## config.mk

```make
export PLATFORM = sky130hd
export DESIGN_NAME = sequence_generator_1011
export DESIGN_NICKNAME = d
export VERILOG_FILES = /design/src/rtl/sequence_pkg.sv /design/src/rtl/sequence_pattern_tracker.sv /design/src/rtl/sequence_generator_1011.sv
export SDC_FILE = /design/constraint.sdc
export NUM_CORES = 1
export LEC_CHECK = 0
export ABC_CLOCK_PERIOD_IN_PS = 3480
export CORE_AREA = 2 2 66 68
export DETAILED_ROUTE_END_ITERATION = 8
export DIE_AREA = 0 0 68 70
export MAX_ROUTING_LAYER = met4
export SETUP_SLACK_MARGIN = 0.05
export SLEW_MARGIN = 20
export SYNTH_ARGS = -nofsm -noshare
export SYNTH_HDL_FRONTEND = slang
export SYNTH_SLANG_ARGS = --single-unit
```

## constraint.sdc

```tcl
create_clock -name clock -period 3.48 [get_ports clock]
set_input_delay 0.696 -clock clock [delete_from_list [all_inputs] [get_ports clock]]
set_output_delay 0.696 -clock clock [all_outputs]
set_load 0.05 [all_outputs]
```

## src/rtl/sequence_pkg.sv

```systemverilog
`default_nettype none
// ----------------------------------------------------------------------------
// sequence_pkg : shared states and match pattern for the 1011 stimulus source
// Revision 1.0
// ----------------------------------------------------------------------------
package sequence_pkg;

  typedef enum logic [0:0] {
    IDLE  = 1'b0,
    SHIFT = 1'b1
  } state_t;

  localparam int PATTERN_LEN = 4;
  localparam logic [PATTERN_LEN-1:0] PATTERN = 4'b1011;

  // Bit-index register width; a one-bit word still needs a (constant zero) index.
  function automatic int idx_width(input int w);
    return (w > 1) ? $clog2(w) : 1;
  endfunction

endpackage
`default_nettype wire

```

## src/rtl/sequence_pattern_tracker.sv

```systemverilog
`default_nettype none
// ----------------------------------------------------------------------------
// sequence_pattern_tracker : ideal overlapping 1011 Moore detector + match count
// Revision 1.0
// ----------------------------------------------------------------------------
module sequence_pattern_tracker
  import sequence_pkg::*;
#(
  parameter int COUNT_W = 16
) (
  input  logic               clock,
  input  logic               reset,
  input  logic               i_bit,
  output logic               o_match,
  output logic [COUNT_W-1:0] o_count
);

  logic [PATTERN_LEN-1:0] r_hist;
  logic [PATTERN_LEN-1:0] w_hist_nxt;
  logic [COUNT_W-1:0]     r_count;
  logic                   w_hit_nxt;
  logic                   w_saturated;

  assign w_hist_nxt  = {r_hist[PATTERN_LEN-2:0], i_bit};
  assign w_hit_nxt   = (w_hist_nxt == PATTERN);
  assign w_saturated = (r_count == {COUNT_W{1'b1}});

  // History shifts every clock, idle zeros included, exactly as a detector samples.
  always_ff @(posedge clock or posedge reset) begin
    if (reset) begin
      r_hist  <= '0;
      r_count <= '0;
    end else begin
      r_hist <= w_hist_nxt;
      if (w_hit_nxt && !w_saturated) begin
        r_count <= r_count + COUNT_W'(1);
      end
    end
  end

  assign o_match = (r_hist == PATTERN);
  assign o_count = r_count;

endmodule
`default_nettype wire

```

## src/rtl/sequence_generator_1011.sv

```systemverilog
`default_nettype none
// ----------------------------------------------------------------------------
// sequence_generator_1011 : MSB-first word serialiser with built-in 1011 reference
// Revision 1.0
// ----------------------------------------------------------------------------
module sequence_generator_1011
  import sequence_pkg::*;
#(
  parameter int WIDTH   = 8,
  parameter int COUNT_W = 16
) (
  input  logic               clock,
  input  logic               reset,
  input  logic               load_valid,
  output logic               load_ready,
  input  logic [WIDTH-1:0]   load_data,
  output logic               sequence_out,
  output logic               bit_valid,
  output logic               busy,
  output logic               expected_detect,
  output logic [COUNT_W-1:0] detect_count
);

  localparam int IDX_W = idx_width(WIDTH);
  localparam logic [IDX_W-1:0] C_LAST_IDX = IDX_W'(WIDTH - 1);

  state_t            r_state;
  state_t            w_state_nxt;
  logic [WIDTH-1:0]  r_shift;
  logic [WIDTH-1:0]  w_shift_nxt;
  logic [IDX_W-1:0]  r_idx;
  logic [IDX_W-1:0]  w_idx_nxt;
  logic              r_seq_out;
  logic              w_seq_out_nxt;
  logic              r_bit_valid;
  logic              w_bit_valid_nxt;
  logic              r_busy;
  logic              w_busy_nxt;
  logic              w_last_bit;
  logic              w_ready;

  // r_idx counts the bits still to follow the one on sequence_out.
  assign w_last_bit = (r_state == SHIFT) && (r_idx == '0);
  assign w_ready    = (r_state == IDLE) || w_last_bit;
  assign load_ready = w_ready && !reset;

  always_ff @(posedge clock or posedge reset) begin
    if (reset) begin
      r_state     <= IDLE;
      r_shift     <= '0;
      r_idx       <= '0;
      r_seq_out   <= 1'b0;
      r_bit_valid <= 1'b0;
      r_busy      <= 1'b0;
    end else begin
      r_state     <= w_state_nxt;
      r_shift     <= w_shift_nxt;
      r_idx       <= w_idx_nxt;
      r_seq_out   <= w_seq_out_nxt;
      r_bit_valid <= w_bit_valid_nxt;
      r_busy      <= w_busy_nxt;
    end
  end

  always_comb begin
    w_state_nxt     = r_state;
    w_shift_nxt     = r_shift;
    w_idx_nxt       = r_idx;
    w_seq_out_nxt   = r_seq_out;
    w_bit_valid_nxt = r_bit_valid;
    w_busy_nxt      = r_busy;

    case (r_state)
      IDLE: begin
        w_seq_out_nxt   = 1'b0;
        w_bit_valid_nxt = 1'b0;
        w_busy_nxt      = 1'b0;
        if (load_valid) begin
          w_state_nxt     = SHIFT;
          w_seq_out_nxt   = load_data[WIDTH-1];
          w_shift_nxt     = load_data << 1;
          w_idx_nxt       = C_LAST_IDX;
          w_bit_valid_nxt = 1'b1;
          w_busy_nxt      = 1'b1;
        end
      end

      SHIFT: begin
        if (!w_last_bit) begin
          w_seq_out_nxt = r_shift[WIDTH-1];
          w_shift_nxt   = r_shift << 1;
          w_idx_nxt     = r_idx - IDX_W'(1);
        end else if (load_valid) begin
          // Back-to-back: the new MSB follows the old LSB with no gap.
          w_seq_out_nxt   = load_data[WIDTH-1];
          w_shift_nxt     = load_data << 1;
          w_idx_nxt       = C_LAST_IDX;
          w_bit_valid_nxt = 1'b1;
          w_busy_nxt      = 1'b1;
        end else begin
          w_state_nxt     = IDLE;
          w_seq_out_nxt   = 1'b0;
          w_bit_valid_nxt = 1'b0;
          w_busy_nxt      = 1'b0;
          w_idx_nxt       = '0;
        end
      end

      default: begin
        w_state_nxt     = IDLE;
        w_seq_out_nxt   = 1'b0;
        w_bit_valid_nxt = 1'b0;
        w_busy_nxt      = 1'b0;
      end
    endcase
  end

  assign sequence_out = r_seq_out;
  assign bit_valid    = r_bit_valid;
  assign busy         = r_busy;

  sequence_pattern_tracker #(
    .COUNT_W (COUNT_W)
  ) u_tracker (
    .clock   (clock),
    .reset   (reset),
    .i_bit   (r_seq_out),
    .o_match (expected_detect),
    .o_count (detect_count)
  );

endmodule
`default_nettype wire

```

Yosys cells after proc, flatten, opt, wreduce, memory -nomap -nowiden
Cells that the tools add are included.
{"block": "totals", "regBits": 34, "output_inout_bits": 21, "wordCells": 37}
{"block": "op_classes", "add_sub_neg": 2, "n_eq_ne": 5, "muxes": 15, "bitwise_logic": 1, "n_reduce_logical": 7}
{"cell": "$add 16x1->16 const B", "n": 1}
{"cell": "$eq 16x16->1 const B", "n": 1}
{"cell": "$mux 8", "n": 2}
{"cell": "$pmux 8 s2", "n": 1}
{"cell": "$mux 3", "n": 3}
{"cell": "$eq 4x4->1 const B", "n": 2}
{"cell": "$pmux 1 s2", "n": 3}
{"cell": "$pmux 3 s2", "n": 1}
{"cell": "$mux 1", "n": 5}
{"cell": "$logic_and 1x1->1", "n": 3}
{"cell": "$logic_not 3->1", "n": 1}
{"cell": "$sub 3x1->3 const B", "n": 1}
{"cell": "$logic_not 1->1", "n": 2}
{"cell": "$ne 2x1->1 const B", "n": 1}
{"cell": "$ne 2x2->1 const B", "n": 1}
{"cell": "$logic_or 1x1->1", "n": 1}
{"cell": "$not 1->1", "n": 1}

Depth between registers and ports, before layout
{"block": "depth", "depth_word": 4, "depth_mapped": 8, "depth_no_buf": 6}

Modules after synthesis
Synthesis repeated with hierarchy kept, for this count alone.
{"block": "hier_totals", "hier_cells": 142, "hier_area_um2": 1601.5}
{"mod": "sequence_pattern_tracker", "n_inst": 1, "cells_per_inst": 77, "area_per_inst_um2": 907.1, "seq_area_each_um2": 500.5}
{"mod": "sequence_generator_1011", "n_inst": 1, "cells_per_inst": 65, "area_per_inst_um2": 694.4, "seq_area_each_um2": 350.3}

Least setup slack after synthesis
Ideal clock, no wire load.
{"block": "synth_path", "path_kind": "register to output", "startpoint": "register r_idx[0]", "endpoint": "output port load_ready", "t_arrival_ns": 1.826, "required_ns": 2.784, "setup_slack_ns": 0.958, "path_stages_with_launch": 8, "n_path_buf": 2, "path_cell_list": "dfrtp_1 > inv_1 > ha_1 > inv_1 > o21a_1 > clkbuf_1 > clkbuf_1 > nor2_1"}
{"block": "synth_between", "elab_chain_cells": 4}
{"element": "start: declaration", "line": "sequence_generator_1011.sv:31", "source": "logic [IDX_W-1:0] r_idx;"}
{"element": "start signal: assignment", "line": "sequence_generator_1011.sv:58", "source": "r_idx <= w_idx_nxt;"}
{"element": "$logic_not 3->1", "line": "sequence_generator_1011.sv:43", "source": "assign w_last_bit = (r_state == SHIFT) && (r_idx == '0);"}
{"element": "$logic_and 1x1->1", "line": "sequence_generator_1011.sv:43"}
{"element": "$logic_or 1x1->1", "line": "sequence_generator_1011.sv:44", "source": "assign w_ready = (r_state == IDLE) || w_last_bit;"}
{"element": "$logic_and 1x1->1", "line": "sequence_generator_1011.sv:45", "source": "assign load_ready = w_ready && !reset;"}
{"element": "end: declaration", "line": "sequence_generator_1011.sv:15", "source": "output logic load_ready,"}
No other way between the ends.

Worst setup path after layout
Ends and elaborated chain as after synthesis.

==> out/metrics.yaml <==
setup_path:
  startpoint_type: "flop"
  worst-path-stages: 6
  setup.worst_path.end: "load_ready"
  worst-setup-path-type: "reg2out"
  crit_arrival_ns: 2.09
  critPathLaunch: "r_idx[0]"
  worst_path_largest_cell_delay_ns: 0.80
  r2r_start: "u_tracker.r_hist[1]"
  cpMaxStageDelayCell: "clkdlybuf4s50_1"
  required_ns: 2.78
  worstSetupEndpointType: "primary output"
  crit_path_frequent_cell: "inv_1"
  cp_cell_sequence: "inv_1, ha_1, inv_1, o21a_1, nor2_1, clkdlybuf4s50_1"
  reg2reg_to: "u_tracker.o_count[13]"
  worstPathMaxFanout: 3
  ff2ff_path_depth: 4
  cp_num_buf_inv: 3
  r2r_slack_ns: 1.72
  path_delay_family: "buffers and inverters"
global_route:
  grt_max_degree: 35
  antenna_found_initial: 0
  global_route.overflow_total: 0
  grt_pass1_wl_um: 5002
  grtUsageTotal_pct: 14.54
  grt_pass1_vias: 1147
clock_tree:
  clock_path_buffers: 2
  cts.sinks: 34
  clock_latency_ns: 0.28
  h-tree-depth: 2
  root_buffer: "clkbuf_8"
  cts_hold_buf: 0
  post_cts_buffers: 0
  clkTransAtPathRegs_ns: 0.07
  cts_tree: "built"
  cts_buffers: 5
  cts-resized-gates: 0
synthesis:
  synth_top_area_share_pct: 54.62
  syn_nets: 158
  ys_warn_count: 0
  yosys-top-cells-area: "dfrtp_1, nand2_1, xnor2_1"
  synthDistinctLibCells: 31
  ys_seq_elements: 34
  syn_area_mm2: 0.001558
  syn_avg_cell_area_um2: 10.82
  synth-seq-area-share_pct: 54.62
  synthCells: 144
  synth_top_area_cell: "dfrtp_1"
final_layout:
  layout_common_cells: "dfrtp_1, clkdlybuf4s50_1, nand2_1"
  fin_nets: 194
  syn_to_final_growth_pct: 29.72
  fin_util_pct: 48.76
  drive_above_1_share_pct: 8.840
  diodes: 0
  nFillCells: 377
  final_common_cell: "dfrtp_1"
floorplanning:
  dieWidth_um: 68
  fp-row-count: 24
  fp.dieH_um: 70
  die_area_mm2: 0.004760
  core_region_area_mm2: 0.004144
  start_util_pct: 37.59
  io_pins: 32
route:
  dr.pass1.iters: 4
  drtIter0Drc: 72
  totalWireLength_um: 3071
  viasPerCell: 5.094
  vias: 1187
  drt.antenna.violating_nets: 0
  wire_per_inst_um: 13.18
  drc: 0
job:
  drv_cap: 0
timing:
  finClkSkew_ns: 0.001892
  fin_crit_sh_pct: 80.10
  setup_viol: 0
  slew_headroom_pct: 62.05
  tns_ns: 0
  hold_violations: 0
  fmax_ghz: 0.3587
  period_minus_slack_ns: 2.788
  worstMarginPinSlew_ns: 0.5641
  rsz0062_at_grt: "no"
  slew_violations: 0
power_and_ir_drop:
  powerDensity_mw_per_mm2: 618.7
  finalPower_mw: 1.250
  ir_worst_vdd_mv: 0.5500
  p_leak_nw: 0.9012
min_path:
  holdCritPathClass: "reg2reg"
  hold_start: "u_tracker.r_hist[0]"
placement:
  hpwlAfterDp_um: 2187
  port-buffer-count: 31
  gp_congestion: 0.8147
run_status:
  status: "finished, final reports clean"
worst register-to-register path, stage by stage, from the launching register on:
cell      delay [ns]
dfrtp_1         0.40
nand4b_1        0.31
nor4_1          0.60
nand4_1         0.19
xnor2_1         0.15
routing by layer:
layer | global-route usage, % | up-vias | share of wire (%)
met5 | - | - | 0
met4 | 7.111 | 0 | 3.0
met3 | 4.670 | 12 | 7.3
met2 | 22.98 | 47 | 46
met1 | 16.26 | 555 | 43
li1 | - | 573 | -
state kept, by name (all words and copies together) (netlist names):
| name | count |
|---|---|
| u_tracker.o_count | 16 |
| r_idx | 3 |
| r_state | 1 |
| u_tracker.r_hist | 4 |
| r_shift | 8 |
| busy | 1 |
| sequence_out | 1 |
stage by stage:
step	hold WS [ns]	worst slack (ns)	cell area [µm²]	cells
after detailed placement	0.3975	0.7708	1929	225
final	0.4150	0.6924	2021	233
after floorplan	0.3734	0.9578	1558	144
after CTS	0.4135	0.6663	2021	233
after global routing	0.4220	0.5660	2021	233
after global placement	0.3909	0.7606	1929	225
Yosys cell counts:
library cell / instances
inv_1: 5
nor2_1: 7
and4b_1: 2
o21a_1: 1
nand4b_1: 2
mux2_4: 1
nor4_2: 1
xnor2_1: 9
o21ai_0: 9
ha_1: 3
o31ai_1: 1
mux2i_1: 7
buf_4: 1
or4_4: 1
clkbuf_1: 3
nand4_4: 1
nor4_1: 2
nor3b_1: 1
nor3_1: 3
nor2_2: 1
a21oi_1: 1
nor4b_1: 1
dfrtp_1: 34
nand4_1: 6
or3_2: 1
xor2_1: 6
nand3_1: 7
o2bb2ai_1: 1
or2_2: 1
nand2b_1: 1
nand2_1: 24
worst min path at each step:
| stage | endpoint | cells after the start |
|---|---|---|
| 3_3_place_gp | u_tracker.r_hist[2] | 0 |
| 4_1_cts | u_tracker.r_hist[1] | 0 |
| 2_1_floorplan | u_tracker.r_hist[2] | 0 |
| 3_5_place_dp | u_tracker.r_hist[1] | 0 |
| 5_1_grt | u_tracker.r_hist[1] | 0 |
| 6_report | u_tracker.r_hist[1] | 0 |
area by class of cell:
class	instances	area (µm²)	share of cell area, %
clock buffer	7	86.33	4.272
sequential	34	850.8	42.11
tap	52	65.06	3.220
multi-input combinational	101	669.4	33.13
clock inverter	1	5.005	0.2477
timing repair buffer	33	325.3	16.10
inverter	5	18.77	0.9288
power breakdown:
group          switching [mW]  internal [mW]
Sequential             0.0697          0.493
Clock                   0.134          0.159
Combinational           0.243          0.151
logic make-up after synthesis:
family                   count (synthesis)  share of synthesized area, %
AND/OR/NAND/NOR                         62                         21.93
flip-flops                              34                         54.62
XOR/XNOR                                15                         8.434
AO/OA/AOI/OAI                           13                         4.739
buffers and inverters                    9                         2.410
multiplexers                             8                         5.462
adder cells (fa/ha/maj)                  3                         2.410
Power figures use the tool's default switching activity.
==> variant: new RTL, same settings <==
Put a register stage on the output `detect_count`, with the module's reset. The value now appears one clock later. The other outputs are not delayed to match.
--- a/src/rtl/sequence_generator_1011.sv
+++ b/src/rtl/sequence_generator_1011.sv
@@ -23,6 +23,8 @@
 
   localparam int IDX_W = idx_width(WIDTH);
   localparam logic [IDX_W-1:0] C_LAST_IDX = IDX_W'(WIDTH - 1);
+
+  logic [COUNT_W-1:0] detect_count_d;
 
   state_t            r_state;
   state_t            w_state_nxt;
@@ -126,8 +128,16 @@
     .reset   (reset),
     .i_bit   (r_seq_out),
     .o_match (expected_detect),
-    .o_count (detect_count)
+    .o_count (detect_count_d)
   );
+
+  always_ff @(posedge clock or posedge reset) begin
+    if (reset) begin
+      detect_count <= '0;
+    end else begin
+      detect_count <= detect_count_d;
+    end
+  end
 
 endmodule
 `default_nettype wire
Behaviour: not the same (a bounded check fails within 10 cycles, from zero or initial values and one cycle with reset high).
==> variant against the original RTL <==
Power rose by 38%; cell count rose by 8.2%; setup slack improved by 0.32 ns; synthesized cell count rose by 13%; clock power rose by 19%; final area rose by 24%; area after synthesis rose by 30%; die area did not move; clock skew rose by 0.0028 ns; sequential cell count rose by 16; via count rose by 10%; wire length rose by 17%; combinational power rose by 42%; largest cell class unchanged.
==> variant: results (changes against the original RTL) <==
[status]
status = finished clean

[route]
dr.pass1.iters = 6  ; +2
drt-initial-drc-count = 87  ; +21%
via_per_inst = 5.202  ; +2.1%
drt-wirelength-per-cell_um = 14.20  ; +7.7%

[power_and_ir_drop]
leakage_nw = 1.162  ; +29%
switchingPower_uw = 626.5  ; +40%
worst_ir_drop_vdd_mv = 0.3229  ; -41%

[synth]
synth_cell_type_count = 36  ; +16%
synth.area.top_cells = dfrtp_1, mux2i_1, xor2_1
yosysWarnings = 0  ; unchanged
ys_seq_area_share_pct = 61.84  ; +7.2 points
async_flop_share_pct = 100.0  ; unchanged
syn_nets = 177  ; +12%
yosys-top-cells-count = dfrtp_1, nor2_1, a21oi_1, nand3_1

[placement]
port_buffers = 31  ; unchanged
hpwl_um = 2551  ; +17%
gp_congestion = 0.8519  ; +4.6%

[finish]
layout.nets = 213  ; +9.8%
fillers = 346  ; -8.2%
antenna_cells = 0  ; unchanged
drive_gt1_share_pct = 11.50  ; +2.7 points

[clock_tree]
cts-resized-gates = 0  ; unchanged
root_buffer = clkbuf_8
clkTransAtPathRegs_ns = 0.09  ; +0.02 ns
post_cts_buffers = 0  ; unchanged
clk_latency_ns = 0.30  ; +0.02 ns
numCtsBuffers = 5  ; unchanged
cts_buffer_depth = 2  ; unchanged
htree_levels = 2  ; unchanged

[timing]
fin_skew_ns = 0.004664  ; +0.002772 ns
finalHoldViolCount = 0  ; unchanged
slew_headroom_pct = 59.01  ; -3.0 points

[critical_path]
cp_max_fo = 22  ; +19
cp.arrival_ns = 1.77  ; -0.32 ns
r2r_slack_ns = 1.70  ; -0.02 ns

[grt]
grt_usage_pct = 18.11  ; +3.6 points
grt_first_pass_wirelength_um = 6244  ; +25%
grt_pass1_vias = 1364  ; +19%
grt_max_degree = 51  ; +46%
antenna_found_initial = 0  ; unchanged

[worst_hold_path]
hold_path.class = flop to flop

-- variant: power groups by stage --
| stage | logic [mW] | registers (mW) | clock network, mW |
|---|---|---|---|
| floorplan | 0.291 | 0.920 | 0 |
| global placement | 0.539 | 0.824 | 0 |
| detailed placement | 0.566 | 0.832 | 0 |
| CTS | 0.567 | 0.820 | 0.367 |
| global route | 0.609 | 0.839 | 0.398 |
| finish | 0.559 | 0.819 | 0.350 |
-- variant: path summary, 6_finish.rpt --
kind / startpoint / end / cells after the start
min: u_tracker.r_hist[1]$_DFF_PP0_ / u_tracker.r_hist[2]$_DFF_PP0_ / 0
max in group asynchronous: reset / u_tracker.o_count[1]$_DFFE_PP0P_ / 3
max reg2reg: u_tracker.o_count[0]$_DFFE_PP0P_ / u_tracker.o_count[1]$_DFFE_PP0P_ / 5
max: r_idx[0]$_DFFE_PP0P_ / load_ready / 7
min reg2reg: u_tracker.r_hist[1]$_DFF_PP0_ / u_tracker.r_hist[2]$_DFF_PP0_ / 0
min in group asynchronous: reset / detect_count[4]$_DFF_PP0_ / 3
-- variant: cell families after synthesis --
| group | share of synthesized area, % |
|---|---|
| and+or+nand+nor | 17.19 |
| buffers and inverters | 2.412 |
| xor gates and xnor gates | 4.762 |
| muxes | 6.370 |
| AOI/OAI and AO/OA | 5.566 |
| adders and majority gates | 1.855 |
| DFF | 61.84 |
-- variant: worst max-delay path, stage by stage (launching register included) --
cell	delay, ns
dfrtp_1	0.37
inv_1	0.12
ha_1	0.19
inv_1	0.06
o21ai_1	0.14
buf_4	0.25
and2_1	0.21
buf_12	0.14
-- variant: cell type report --
| type | instances | share of cell area, % |
|---|---|---|
| inverters | 8 | 1.199 |
| well taps | 52 | 2.599 |
| clock inverters | 2 | 0.6497 |
| multi-input cells | 101 | 28.89 |
| repair buffers | 33 | 13.39 |
| flip-flops and latches | 50 | 49.98 |
| clock buffers | 6 | 3.298 |
-- variant: metrics by stage --
step,area [um2],worst slack (ns),hold slack (ns),instances
floorplan,2023,0.4646,0.3606,163
global placement,2405,1.250,0.3777,244
detailed placement,2405,1.219,0.3911,244
CTS,2504,0.9805,0.4120,252
global route,2504,0.8806,0.4323,252
finish,2504,1.010,0.4073,252
-- variant: routing by layer --
metal	wire [um]	GRT usage, %	vias to the layer above	share of wire [%]
li1	-	-	643	-
met1	1557	22.44	641	44
met2	1831	28.05	20	51
met3	114	5.475	7	3.2
met4	74	6.222	0	2.1
met5	0	-	-	0
